===== src/rtl/ahb_fir_pkg.sv =====
// Shared types and sizing for the time-multiplexed FIR datapath.
// Everything here is sized from BIT_PREC and TAPS.
package ahb_fir_pkg;

  localparam int BIT_PREC        = 8;
  localparam int TAPS            = 20;
  localparam int OUT_SIZE        = 2*BIT_PREC + $clog2(TAPS-1);
  localparam int COEF_ADDR_WIDTH = $clog2(TAPS);

  typedef logic signed [BIT_PREC-1:0]   sample_t;
  typedef logic signed [2*BIT_PREC-1:0] prod_t;
  typedef logic signed [OUT_SIZE-1:0]   acc_t;
  typedef logic [COEF_ADDR_WIDTH-1:0]   tap_idx_t;

  typedef enum logic [1:0] {IDLE, MAC, OUT} fir_state_t;

  localparam tap_idx_t LAST_TAP = tap_idx_t'(TAPS-1);

  // Delay-line pointers wrap at TAPS, which need not be a power of two.
  function automatic tap_idx_t tap_inc(input tap_idx_t i);
    return (i == LAST_TAP) ? '0 : i + 1'b1;
  endfunction

  function automatic tap_idx_t tap_dec(input tap_idx_t i);
    return (i == '0) ? LAST_TAP : i - 1'b1;
  endfunction

endpackage


===== src/rtl/fir_mac_unit.sv =====
// Registered signed multiply-accumulate with a synchronous clear.
module fir_mac_unit
  import ahb_fir_pkg::*;
(
  input  logic                       clk,
  input  logic                       rst_n,
  input  logic                       clear,
  input  logic                       en,
  input  logic signed [BIT_PREC-1:0] coef,
  input  logic signed [BIT_PREC-1:0] sample,
  output logic signed [OUT_SIZE-1:0] acc
);

  prod_t prod;

  // The full-width signed product is sign-extended, never truncated.
  assign prod = coef * sample;

  // NOTE: state registers use non-blocking assignments so every flop
  // samples pre-edge values regardless of block ordering.
  always_ff @(posedge clk) begin
    if (!rst_n) begin
      acc <= '0;
    end else if (clear) begin
      acc <= '0;
    end else if (en) begin
      acc <= acc + acc_t'(prod);
    end
  end

endmodule


===== src/rtl/fir_mac_core.sv =====
// FIR core: one multiplier time-shared over TAPS cycles per output sample.
// Optional build macro FIR_FLUSH_EN adds a delay-line flush input.
module fir_mac_core
  import ahb_fir_pkg::*;
(
  input  logic                       HCLK,
  input  logic                       HRESETn,
  input  logic                       coef_we,
  input  logic [COEF_ADDR_WIDTH-1:0] coef_addr,
  input  logic signed [BIT_PREC-1:0] coef_wdata,
  output logic                       coef_err,
  input  logic                       x_valid,
  output logic                       x_ready,
  input  logic signed [BIT_PREC-1:0] x_data,
  output logic                       y_valid,
  input  logic                       y_ready,
  output logic signed [OUT_SIZE-1:0] y_data,
`ifdef FIR_FLUSH_EN
  input  logic                       flush,
`endif
  output logic                       busy
);

  fir_state_t state, next_state;
  tap_idx_t   head, rd_idx, k, next_head;
  sample_t    delay [TAPS];
  sample_t    coef  [TAPS];
  acc_t       acc;
  logic       accept, coef_ok, flush_req;

`ifdef FIR_FLUSH_EN
  assign flush_req = flush && (state == IDLE);
`else
  assign flush_req = 1'b0;
`endif

  assign x_ready   = (state == IDLE) && !flush_req;
  assign accept    = x_valid && x_ready;
  assign next_head = tap_inc(head);
  assign coef_ok   = coef_we && (state == IDLE) && (coef_addr <= LAST_TAP);
  assign y_valid   = (state == OUT);
  assign y_data    = y_valid ? acc : '0;
  assign busy      = (state != IDLE);

  // NOTE: next_state gets its default before the case so no path leaves
  // it unassigned, which would otherwise infer a latch.
  always_comb begin
    next_state = state;
    case (state)
      IDLE:    if (accept)        next_state = MAC;
      MAC:     if (k == LAST_TAP) next_state = OUT;
      OUT:     if (y_ready)       next_state = IDLE;
      default:                    next_state = IDLE;
    endcase
  end

  always_ff @(posedge HCLK) begin
    if (!HRESETn) begin
      state    <= IDLE;
      head     <= '0;
      rd_idx   <= '0;
      k        <= '0;
      coef_err <= 1'b0;
    end else begin
      state    <= next_state;
      coef_err <= coef_we && !coef_ok;
      if (flush_req) begin
        head <= '0;
      end else if (accept) begin
        head   <= next_head;
        rd_idx <= next_head;
        k      <= '0;
      end else if (state == MAC) begin
        rd_idx <= tap_dec(rd_idx);
        k      <= k + 1'b1;
      end
    end
  end

  // NOTE: the delay line and coefficient bank are register arrays that must
  // read as zero after reset, so they are cleared explicitly here.
  always_ff @(posedge HCLK) begin
    if (!HRESETn || flush_req) begin
      for (int i = 0; i < TAPS; i++) delay[i] <= '0;
    end else if (accept) begin
      delay[next_head] <= x_data;
    end
  end

  always_ff @(posedge HCLK) begin
    if (!HRESETn) begin
      for (int i = 0; i < TAPS; i++) coef[i] <= '0;
    end else if (coef_ok) begin
      coef[coef_addr] <= coef_wdata;
    end
  end

  fir_mac_unit u_mac (
    .clk    (HCLK),
    .rst_n  (HRESETn),
    .clear  (accept),
    .en     (state == MAC),
    .coef   (coef[k]),
    .sample (delay[rd_idx]),
    .acc    (acc)
  );

endmodule


===== config.mk =====
export PLATFORM = sky130hd
export DESIGN_NAME = fir_mac_core
export DESIGN_NICKNAME = d
export VERILOG_FILES = /design/src/rtl/ahb_fir_pkg.sv /design/src/rtl/fir_mac_unit.sv /design/src/rtl/fir_mac_core.sv
export SDC_FILE = /design/constraint.sdc
export NUM_CORES = 1
export LEC_CHECK = 0
export ABC_AREA = 0
export BUFFER_PORTS_ARGS = -buffer_cell sky130_fd_sc_hd__buf_4
export CAP_MARGIN = 10
export CELL_PAD_IN_SITES_DETAIL_PLACEMENT = 0
export CELL_PAD_IN_SITES_GLOBAL_PLACEMENT = 1
export CORE_ASPECT_RATIO = 1.4
export CORE_MARGIN = 5
export CORE_UTILIZATION = 45
export CTS_CLUSTER_DIAMETER = 50
export DETAILED_ROUTE_END_ITERATION = 12
export GPL_TIMING_DRIVEN = 0
export PLACE_DENSITY_LB_ADDON = 0.1
export SYNTH_ARGS = -nofsm -noshare
export SYNTH_HDL_FRONTEND = slang
export SYNTH_SLANG_ARGS = --single-unit
export TNS_END_PERCENT = 100

===== constraint.sdc =====
create_clock -name HCLK -period 22.3 [get_ports HCLK]
set_clock_uncertainty 0.2 [all_clocks]
set_input_delay 1.115 -clock HCLK [delete_from_list [all_inputs] [get_ports HCLK]]
set_output_delay 1.115 -clock HCLK [all_outputs]
set_load 0.005 [all_outputs]

# --- Word-level counts from Yosys, hierarchy flattened ---
# Memories as Yosys holds them, arrays and structs flattened. A register that Yosys moved wholly into a read port is not among the register bits.
# Cells that the tools add are included.
word_totals:
  ff_bits: 39
  latchBits: 0
  ramBits: 320
  mem_bits_ro: 0
  inputBits: 26
  output_inout_bits: 25
  word_cells: 61
  memories: 2
op_classes:
  n_addsub: 4
  mul: 1
  div: 0
  n_lt_le_gt_ge: 1
  n_eq_ne: 7
  shifts: 0
  muxes: 26
  n_bitwise: 1
  n_reduce_logical: 13
memory_table:
  columns: ["name", "depth", "word_bits", "rd", "rd_clocked_by_memory_dff", "write_ports", "line", "source"]
  rows:
  - ["coef", 20, 8, 1, 1, 20, "fir_mac_core.sv:27", "sample_t coef [TAPS];"]
  - ["delay", 20, 8, 1, 1, 20, "fir_mac_core.sv:26", "sample_t delay [TAPS];"]
op_table:
  columns: ["op", "count"]
  rows:
  - ["$mux 5", 10]
  - ["$add 21x16->21", 1]
  - ["$mux 21", 1]
  - ["$mul 8x8->16", 1]
  - ["$mux 8", 2]
  - ["$reduce_or 8->1", 2]
  - ["$add 5x1->5 const B", 2]
  - ["$eq 5x5->1 const B", 2]
  - ["$mux 1", 9]
  - ["$mux 2", 3]
  - ["$pmux 2 s3", 1]
  - ["$le 5x5->1 const B", 1]
  - ["$logic_not 5->1", 1]
  - ["$sub 5x1->5 const B", 1]
  - ["$logic_and 1x1->1", 4]
  - ["$ne 2x1->1 const B", 2]
  - ["$reduce_bool 2->1", 2]
  - ["$reduce_and 3->1", 1]
  - ["$eq 2x1->1 const B", 1]
  - ["$eq 2x2->1 const B", 1]
  - ["$logic_not 2->1", 1]
  - ["$ne 2x2->1 const B", 1]
  - ["$reduce_or 2->1", 1]
  - ["$logic_not 1->1", 1]
  - ["$not 1->1", 1]

# --- Logic depth before layout (Yosys ltp) ---
# Gate-level depths: netlist (run 1).
depth:
  depth_word: 8
  ltp_mapped: 24

# --- Cells and area by module ---
# Synthesis (run 1) repeated with hierarchy kept, for this count alone.
unflattened:
  hier_cells: 1834
  hier_area_um2: 28153.3
modules_own_cells:
  columns: ["module", "n_inst", "cells_per_inst", "area_per_inst_um2"]
  rows:
  - ["fir_mac_core", 1, 1385, 23731.5]
  - ["fir_mac_unit", 1, 449, 4421.7]

# --- Worst setup path before layout (run 1) ---
# No wires, ideal clock.
synth_path:
  kind: "reg-to-reg"
  from: "register (tool-made name)"
  to: "register u_mac.acc[18]"
  arrival_time_ns: 7.011
  path_slack_ns: 15.004
  path_stages_with_launch: 23
  n_path_buf: 2
  path_cell_list: "dfxtp_1 > clkbuf_1 > clkbuf_1 > mux4_2 > mux4_2 > mux2_2 > inv_2 > nor2_1 > inv_2 > fa_1 > inv_1 > fa_1 > fa_1 > fa_1 > fa_1 > ha_1 > and3_1 > a221oi_1 > o211ai_1 > a311oi_1 > nor2_1 > xnor2_1 > a211oi_1"
synth_rtl:
  columns: ["item", "line", "source"]
  rows:
  - ["end signal, assigned", "fir_mac_unit.sv:27", "acc <= acc + acc_t'(prod);"]
  - ["end, declared", "fir_mac_unit.sv:11", "output logic signed [OUT_SIZE-1:0] acc"]

==> run metrics, run 1 <==
layout cells sized above 1=0.174; worst setup path class=flip-flop to flip-flop; Longest Clk Path Bufs=3; cts hold-fix bufs=0; clk_lat worst skew=630 ps; GP Congestion=0.844; drt total wl=70700 microns; fin crit share=0.380; core area=60900 sq um; Data required, critical path=22640 ps; PortBufs=50; Final Instance Area=31500 sq um; r2r setup slk=13830 ps; Yosys cell types=54; Overflow after GRT=0; CTS tree=built; number of gates resized after CTS=0; starting density of the core=0.455; area fraction in compound gates after synthesis=0.0242; Max Cap Viol=0; fmax=118 MHz; Hold Vio Cnt, Final=0; RSZ-0062 raised after global routing=false; Reg-to-Reg End=u_mac.acc[18]; commonest cells after routing, fill and taps aside=edfxtp_1, and2_1, mux4_2; crit path max fanout=10; Static Leakage=0.0116 uW; largest family of logic cells by synthesized area=multiplexers; CP arrival=8810 ps; # IOs=51; PD cells=101 nW/um^2; max incr delay on CP=830 ps; Setup Viol. Count Final=0; Total GRT Usage=0.215; CP Cell Sequence=clkbuf_1 -> clkbuf_1 -> mux4_2 -> mux4_2 -> mux2i_2 -> nor2_1 -> fa_1 -> inv_1 -> fa_1 -> inv_1 -> fa_1 -> fa_1 -> fa_1 -> ha_1 -> and3_1 -> a221oi_1 -> o211ai_1 -> a311oi_1 -> nor2_1 -> xnor2_1 -> a211oi_1; Mapped Area=27700 sq um; HP Start=u_mac.acc[7]; Avg Cell Area, Syn=15.3 sq um; adder-cell share of the synthesized area=0.0894; post-route setup TNS=0 ps; Die Span Y=304 microns; Slew headroom=0.145; number of flops mapped to enable cells by yosys=512; Final ANT Viol Nets=0; final max-slew violation count=0; Hold Path End=u_mac.acc[7]; Max VDD drop=0.0840 mV; Via density=5.30; initial antenna violation count=1; Synth Register Bits=561; clk slew on worst S/H paths=60 ps; Crit. End Element=flip-flop; Post-CTS Setup Bufs=0; post-synthesis sequential area ratio=0.590; Iteration-0 DRC Markers=1123; clock buffer count from CTS=59; Post-synth top flop=edfxtp_1; async set or reset register ratio after synthesis=0; wire length of the first global-routing pass=105000 microns; vias post-DR=15400; total clock sinks=561; Layout Nets=2213; H-tree lvl count=2; Min Clock Period, post-route=8470 ps; Post-route DRC=0; synth warn=0; Post-DP HPWL=51900 microns; WHS Path Cells=2; Die W=220 microns; vias in the first global route=16400; Worst-Margin Slew=1270 ps; Critical Path Most Common Cell=fa_1; outcome=finished clean; area of the die=66800 sq um; Post-DP Area=29600 sq um; mux cell area share after synthesis=0.143; largest net degree at the start of global routing=16; Syn-to-layout area delta=13.8%; element type at the critical path start=flip-flop; commonest non-fill, non-tap cell in the layout=edfxtp_1; wire per inst=24.3 microns; row count=107; Reg area=16400 sq um; HP Class=flip-flop to flip-flop; multi-input logic area=10900 sq um; slowest CP cell=clkbuf_1; Layout fillers=5206; Synth Area in XOR/XNOR=0.00853; Worst Reg2Reg Path Length in Cells=21; clock tree root buffer cell=clkbuf_16; simple-gate share of the synthesized area=0.117; drt pass-1 iters=5; Mapped Cells=1813
==> cells in the mapped netlist (2+ instances only) <==
library cell / instances / area, sq um
buf_6: 6 / 67.6
a211oi_1: 3 / 22.5
nor3_1: 4 / 20.0
mux2i_1: 3 / 30.0
inv_2: 5 / 18.8
and3_1: 2 / 12.5
nand3_1: 11 / 55.1
dfxtp_1: 49 / 981
clkbuf_1: 64 / 240
nand4_1: 9 / 56.3
nand2b_1: 12 / 75.1
a21o_1: 10 / 75.1
buf_1: 13 / 48.8
o211ai_1: 3 / 22.5
o21bai_1: 2 / 15.0
o21ai_0: 57 / 285
or2_1: 8 / 50.1
xnor2_1: 19 / 166
nor2b_1: 8 / 50.1
a21oi_1: 34 / 170
and2_1: 337 / 2110
ha_1: 51 / 638
mux2_2: 3 / 33.8
buf_4: 8 / 60.1
buf_2: 3 / 15.0
edfxtp_1: 512 / 15400
nand2_1: 56 / 210
or3_1: 6 / 37.5
xor2_1: 8 / 70.1
a31oi_1: 4 / 25.0
o21a_1: 2 / 15.0
fa_1: 92 / 1840
inv_1: 88 / 330
mux4_2: 160 / 3600
nor2_1: 131 / 492
mux2i_4: 12 / 270
==> routing by layer <==
metal / global-route usage / wire length, microns
met1: 0.255 / 26500
met2: 0.401 / 38900
met3: 0.0291 / 2810
met4: 0.0688 / 2500
met5: 0 / 0
==> registers in the layout (all words and copies together) (netlist names), named ones only <==
register / count
coef: 256
k: 5
rd_idx: 5
head: 5
u_mac.acc: 21
delay: 256
coef_err: 1
state: 2
==> report_power, final <==
group / leakage [uW] / internal, uW / switching (uW)
Clock: 0.000905 / 552 / 416
Sequential: 0.00550 / 1190 / 17.7
Combinational: 0.00522 / 431 / 564
Total: 0.0116 / 2180 / 997
==> worst max-delay path: cells and delay by family, from the launching register on <==
| family | cells | cell delay, ps |
|---|---|---|
| AOI/OAI and AO/OA | 4 | 1440 |
| DFF | 1 | 310 |
| adders and majority gates | 6 | 2830 |
| muxes | 3 | 1600 |
| and+or+nand+nor | 3 | 410 |
| xor gates and xnor gates | 1 | 140 |
| buffers and inverters | 4 | 1400 |
==> area by class of cell <==
type,count,area share
tap,817,0.0324
sequential,561,0.518
clock buffer,75,0.0494
timing repair buffer,75,0.0173
inverter,94,0.0112
antenna,1,0.0000793
multi-input combinational,1159,0.347
clock inverter,33,0.0104
buffer,94,0.0137
==> worst max path at each step <==
stage,from,end
6_report,flip-flop,u_mac.acc[18]
5_1_grt,flip-flop,u_mac.acc[18]
4_1_cts,flip-flop,u_mac.acc[18]
3_5_place_dp,flip-flop,u_mac.acc[18]
3_3_place_gp,flip-flop,u_mac.acc[18]
2_1_floorplan,flip-flop,u_mac.acc[18]
==> kinds of logic after synthesis <==
logic type,count (synthesis)
adder cells (fa/ha/maj),143
AND/OR/NAND/NOR,594
other,1
flip-flops,561
XOR/XNOR,27
multiplexers,179
buffers and inverters,188
AO/OA/AOI/OAI,120
==> through the flow <==
stage               hold WS [ps]  worst slack, ps  total power, uW  std cells   util
finish                       258            13830             3170       2909  0.518
floorplan                    232            15000             1970       1908      -
CTS                          262            13780             3220       2900  0.517
global placement             243            13180             2230       2775  0.484
global route                 280            13400             3380       2908  0.518
detailed placement           252            13810             2240       2792  0.486
Power figures use the tool's default switching activity.
==> inputs of run 2 (changes only) <==
- clock period: 22.3 -> 7.3 ns (I/O delays scaled with it)
==> run 2 against run 1 <==
- flip-flop and latch count is the same
- combinational power grew to 3.3 times the previous value
- setup slack lost 14000 ps
- critical endpoint unchanged
==> run metrics, run 2 (synthesis gave the netlist of run 1 again) <==
Overflow after GRT=0 (unchanged); # IOs=51 (unchanged); post-route setup TNS=0 ps (unchanged); clk_lat worst skew=630 ps (about the same); antenna cells=0 (-1); Die W=220 microns (unchanged); vias post-DR=15600 (+0.89%); Post-DP Area=29600 sq um (unchanged); Max VDD drop=0.264 mV (+210%); final max-slew violation count=0 (unchanged); PD cells=308 nW/um^2 (+210%); wire length of the first global-routing pass=106000 microns (+0.50%); dpl cells=2792 (unchanged); Data required, critical path=7640 ps (-15000 ps); non-filler cells in the finished layout=2943 (+1.2%); WHS Path Cells=2 (unchanged); clock tree root buffer cell=clkbuf_16; total clock sinks=561 (unchanged); Setup Viol. Count Final=0 (unchanged); Total GRT Usage=0.216 (+0.000879); Worst Reg2Reg Path Length in Cells=21 (unchanged); crit path max fanout=10 (unchanged); Max Cap Viol=0 (unchanged); PortBufs=50 (unchanged); fin crit share=0.962 (+0.583); Static Leakage=0.0119 uW (+2.2%); Hold Vio Cnt, Final=0 (unchanged); RSZ-0062 raised after global routing=false; Critical Path Most Common Cell=fa_1; core area=60900 sq um (unchanged); Min Clock Period, post-route=7020 ps (-1440 ps); Final Instance Area=32100 sq um (+1.8%); H-tree lvl count=2 (unchanged); Design Power=9900 uW (+210%); clk slew on worst S/H paths=60 ps (about the same); Levels on crit path=21 (unchanged); vias in the first global route=16600 (+1.2%); max incr delay on CP=590 ps (-240 ps); Post-route DRC=0 (unchanged); CTS tree=built; Layout Nets=2248 (+1.6%); Syn-to-layout area delta=15.8%; starting density of the core=0.455 (unchanged); Top delay family on crit path=adder cells; CP Cell Sequence=buf_2 -> buf_4 -> mux4_2 -> mux4_2 -> mux2i_4 -> nor2_1 -> fa_1 -> inv_1 -> fa_1 -> inv_1 -> fa_1 -> fa_1 -> fa_1 -> ha_4 -> and3_1 -> a221oi_4 -> o211ai_1 -> a311oi_2 -> nor2_1 -> xnor2_1 -> a211oi_1; Worst-Margin Slew=1240 ps (-24.4 ps); fin util=0.527 (+0.00947); Longest Clk Path Bufs=3 (unchanged); Die Span Y=304 microns (unchanged); largest net degree at the start of global routing=16 (unchanged); commonest non-fill, non-tap cell in the layout=edfxtp_1; clock buffer count from CTS=59 (unchanged); Via density=5.29 (-0.27%); fmax=142 MHz (+21%); commonest cells after routing, fill and taps aside=edfxtp_1, and2_1, mux4_2; wire per inst=24.2 microns (-0.56%); area of the die=66800 sq um (unchanged); Iteration-0 DRC Markers=1136 (+1.2%); top flop regs=coef: 256 flops, delay: 256 flops, u_mac.acc: 21 flops; drt total wl=71200 microns (+0.61%); CP arrival=7370 ps (-1440 ps); layout cells sized above 1=0.190 (+0.0159); element type at the critical path start=flip-flop; row count=107 (unchanged); slowest CP cell=fa_1; drt pass-1 iters=5 (unchanged); Crit. End Element=flip-flop; Slew headroom=0.161 (+0.0164); GP Congestion=0.844 (unchanged); outcome=finished clean; HP Class=flip-flop to flip-flop; Final ANT Viol Nets=0 (unchanged); WP buf/inv=4 (unchanged); Post-DP HPWL=51900 microns (unchanged); worst setup path class=flip-flop to flip-flop; initial antenna violation count=1 (unchanged)
run 2: cell types whose count changed in the layout (fill, tap and decap cells not counted), sizes merged:
| cell | change |
|---|---|
| dlygate4sd3 | +20 |
| buf | +18 |
| clkbuf | -3 |
| clkinvlp | +1 |
| diode | -1 |
| inv | -1 |
run 2: metrics by stage:
step	worst slack [ps]	hold slack [ps]
after global placement	-1820	243
after floorplan	3.53	232
after global routing	33.3	280
final	275	258
after detailed placement	-1190	252
after CTS	4.15	262
run 2: where the power goes:
group          leakage, uW  total [uW]  switching, uW  internal, uW
combinational      0.00548        3240           1790          1450
sequential         0.00550        3710           59.3          3650
clock             0.000905        2960           1270          1690
run 2: final timing paths:
check / startpoint / endpoint / slack [ps]
worst min register to register: u_mac.acc[7] / u_mac.acc[7] / 260
worst min-delay path: u_mac.acc[7] / u_mac.acc[7] / 260
worst max-delay path: flip-flop / u_mac.acc[18] / 280
worst max register to register: flip-flop / u_mac.acc[18] / 280
run 2: worst min-delay path, stage by stage, from the launching register on:
cell	delay, ps
dfxtp_1	310
nand2_1	50
a21oi_1	50
run 2: per-layer routing:
metal / GRT usage / part of all wire
met2: 0.398 / 0.54
met5: 0 / 0
met1: 0.256 / 0.38
met3: 0.0299 / 0.038
met4: 0.0764 / 0.040
run 2: repair_timing:
| action | 4_1_cts | 5_1_grt |
|---|---|---|
| pin swaps | 0 | 3 |
| endpoints found under the setup margin | 12 | 4 |
| endpoints found under the hold margin | 195 | 0 |
| resized for setup | 53 | 36 |
| cloned | 0 | 0 |
| hold buffers | 20 | 0 |
| setup buffers | 18 | 2 |
run 2: final cells by class:
type / count / area [sq um]
well taps: 817 / 1020
clock buffers: 75 / 1560
multi-input cells: 1159 / 11000
flip-flops and latches: 561 / 16400
plain buffers: 90 / 596
fillers: 5148 / 28800
clock inverters: 33 / 328
inverters: 94 / 357
repair buffers: 114 / 891
==> inputs of run 3 (changes only) <==
- CELL_PAD_IN_SITES_DETAIL_PLACEMENT: 0 -> not set
- CELL_PAD_IN_SITES_GLOBAL_PLACEMENT: 1 -> not set
- PLACE_DENSITY_LB_ADDON: 0.1 -> not set
==> run 3 against run 2 <==
- sequential share of layout area fell by 0.24 points
- design area rose by 0.47%
- clock-buffer cell count fell by 8
- setup slack got worse by 72 ps
- non-clock buffer count rose by 16
- flip-flop and latch count did not move
- cell count rose by 0.54%
- register-to-register slack got worse by 70 ps
- global-route usage fell by 0.83 points
- hold slack got worse by 80 ps
- power rose by 0.43%
- largest cell class unchanged
- largest power group unchanged
==> run metrics, run 3 (synthesis gave the netlist of run 1 again) <==
outcome=finished clean; Iteration-0 DRC Markers=1382 (+22%); drt pass-1 iters=5 (unchanged); commonest non-fill, non-tap cell in the layout=edfxtp_1; layout cells sized above 1=0.197 (+0.00745); CP Cell Sequence=buf_2 -> mux4_2 -> mux4_2 -> mux2i_4 -> nor2_1 -> fa_1 -> inv_1 -> fa_1 -> inv_1 -> fa_1 -> fa_1 -> fa_1 -> ha_1 -> and3_1 -> a221oi_4 -> o211ai_1 -> a311oi_2 -> nor2_1 -> xnor2_1 -> a211oi_1; final max-slew violation count=0 (unchanged); Critical Path Most Common Cell=fa_1; Reg power frac=0.373 (about the same); Internal=6820 uW (+0.54%); dpl cells=2807 (+0.54%); drt total wl=68900 microns (-3.1%); slowest CP cell=fa_1; vias in the first global route=16700 (+0.99%); Post-DP HPWL=50000 microns (-3.6%); Final ANT Viol Nets=0 (unchanged); clock tree root buffer cell=clkbuf_16; area of the die=66800 sq um (unchanged); Hold Vio Cnt, Final=0 (unchanged); fin crit share=0.972 (+0.00985); total clock sinks=561 (unchanged); Die W=220 microns (unchanged); PD cells=308 nW/um^2 (about the same); worst setup path class=flip-flop to flip-flop; commonest cells after routing, fill and taps aside=edfxtp_1, and2_1, mux4_2; row count=107 (unchanged); H-tree lvl count=2 (unchanged); Logic pwr share=0.319 (-0.008); # IOs=51 (unchanged); max incr delay on CP=550 ps (-40 ps); antenna cells=0 (unchanged); Data required, critical path=7630 ps (about the same); Overflow after GRT=0 (unchanged); Max Cap Viol=0 (unchanged); non-filler cells in the finished layout=2959 (+0.54%); switching share of power=0.314 (-0.000733); HP Class=input pin to flip-flop; PortBufs=50 (unchanged); Longest Clk Path Bufs=3 (unchanged); Slew headroom=0.175 (+0.0133); Post-route DRC=0 (unchanged); Worst-Margin Slew=1220 ps (-19.7 ps); Top delay family on crit path=adder cells; Min Clock Period, post-route=7100 ps (+71.9 ps); GP Congestion=0.846 (+0.27%); element type at the critical path start=flip-flop; CP arrival=7420 ps (+50 ps); core area=60900 sq um (unchanged); Max VDD drop=0.274 mV (+3.9%); clock network power share=0.309 (+0.010); clk_lat worst skew=640 ps (about the same); Crit. End Element=flip-flop; crit path max fanout=10 (unchanged); CTS tree=built; top flop regs=coef: 256 flops, delay: 256 flops, u_mac.acc: 21 flops; fmax=141 MHz (-1.0%); Syn-to-layout area delta=16.4%; dpl ws=-1370 ps (-185 ps); Via density=5.39 (+2.0%); wire per inst=23.3 microns (-3.6%); Setup Viol. Count Final=0 (unchanged); Final WS setup=203 ps (-71.9 ps); initial antenna violation count=0 (-1); Die Span Y=304 microns (unchanged); starting density of the core=0.455 (unchanged); clk slew on worst S/H paths=60 ps (about the same); Static Leakage=0.0120 uW (+1.0%); clock buffer count from CTS=58 (-1.7%); wire length of the first global-routing pass=103000 microns (-2.7%); WP buf/inv=3 (-1); Total GRT Usage=0.208 (-0.00835); Psw=3120 uW (+0.20%); vias post-DR=16000 (+2.6%); Layout Nets=2263 (+0.67%); largest net degree at the start of global routing=17 (+1)
run 3: routing by layer:
metal / wire length (microns) / up-vias / track usage
li1: - / 7091 / -
met5: 0 / - / 0
met4: 2760 / 0 / 0.0743
met2: 37400 / 475 / 0.376
met1: 25500 / 8275 / 0.252
met3: 3270 / 115 / 0.0283
run 3: per-stage QoR:
stage | total power, uW | setup TNS (ps) | hold slack, ps | cell area [sq um] | utilization
floorplan | 6010 | 0 | 232 | 28100 | -
global route | 10500 | -28.2 | 205 | 32300 | 0.530
detailed placement | 6790 | -10180 | 246 | 29700 | 0.488
CTS | 9950 | 0 | 140 | 32100 | 0.526
finish | 9940 | 0 | 179 | 32300 | 0.530
global placement | 6760 | -15850 | 244 | 29500 | 0.484
run 3: power by group through the flow:
stage	Sequential, uW	Clock (uW)	Combinational [uW]
final	3710	3070	3170
after global routing	3720	3270	3540
after CTS	3700	3120	3120
after detailed placement	3770	0	3020
after global placement	3760	0	3000
after floorplan	3750	0	2260
run 3: path summary, 6_finish.rpt:
path / slack, ps / to / startpoint / cells after the start
worst min register to register: 260 / u_mac.acc[3] / u_mac.acc[3] / 2
worst max register to register: 200 / u_mac.acc[18] / flip-flop / 20
worst max-delay path: 200 / u_mac.acc[18] / flip-flop / 20
worst min-delay path: 180 / coef_err / HRESETn / 4
run 3: area by class of cell:
class                      count  area [sq um]
fill                        5053         28600
sequential                   561         16400
multi-input combinational   1159         11000
clock buffer                  67          1530
tap                          817          1020
timing repair buffer         129           981
buffer                        91           574
clock inverter                41           469
inverter                      94           357
run 3: repair_timing:
| action | in CTS | in global routing |
|---|---|---|
| hold endpoints to repair | 195 | 0 |
| hold buffers | 19 | 0 |
| gates resized for setup | 45 | 33 |
| buffers inserted | 14 | 10 |
| pin swaps | 0 | 3 |
| endpoints found under the setup margin | 13 | 6 |
run 3: worst reg2reg max path: cells and delay by family (launching register included):
kind	cells	cell delay [ps]
simple gates	3	440
fa+ha+maj	6	2860
compound gates	4	1050
buf+inv	3	570
mux	3	1210
flops	1	540
xor+xnor	1	140
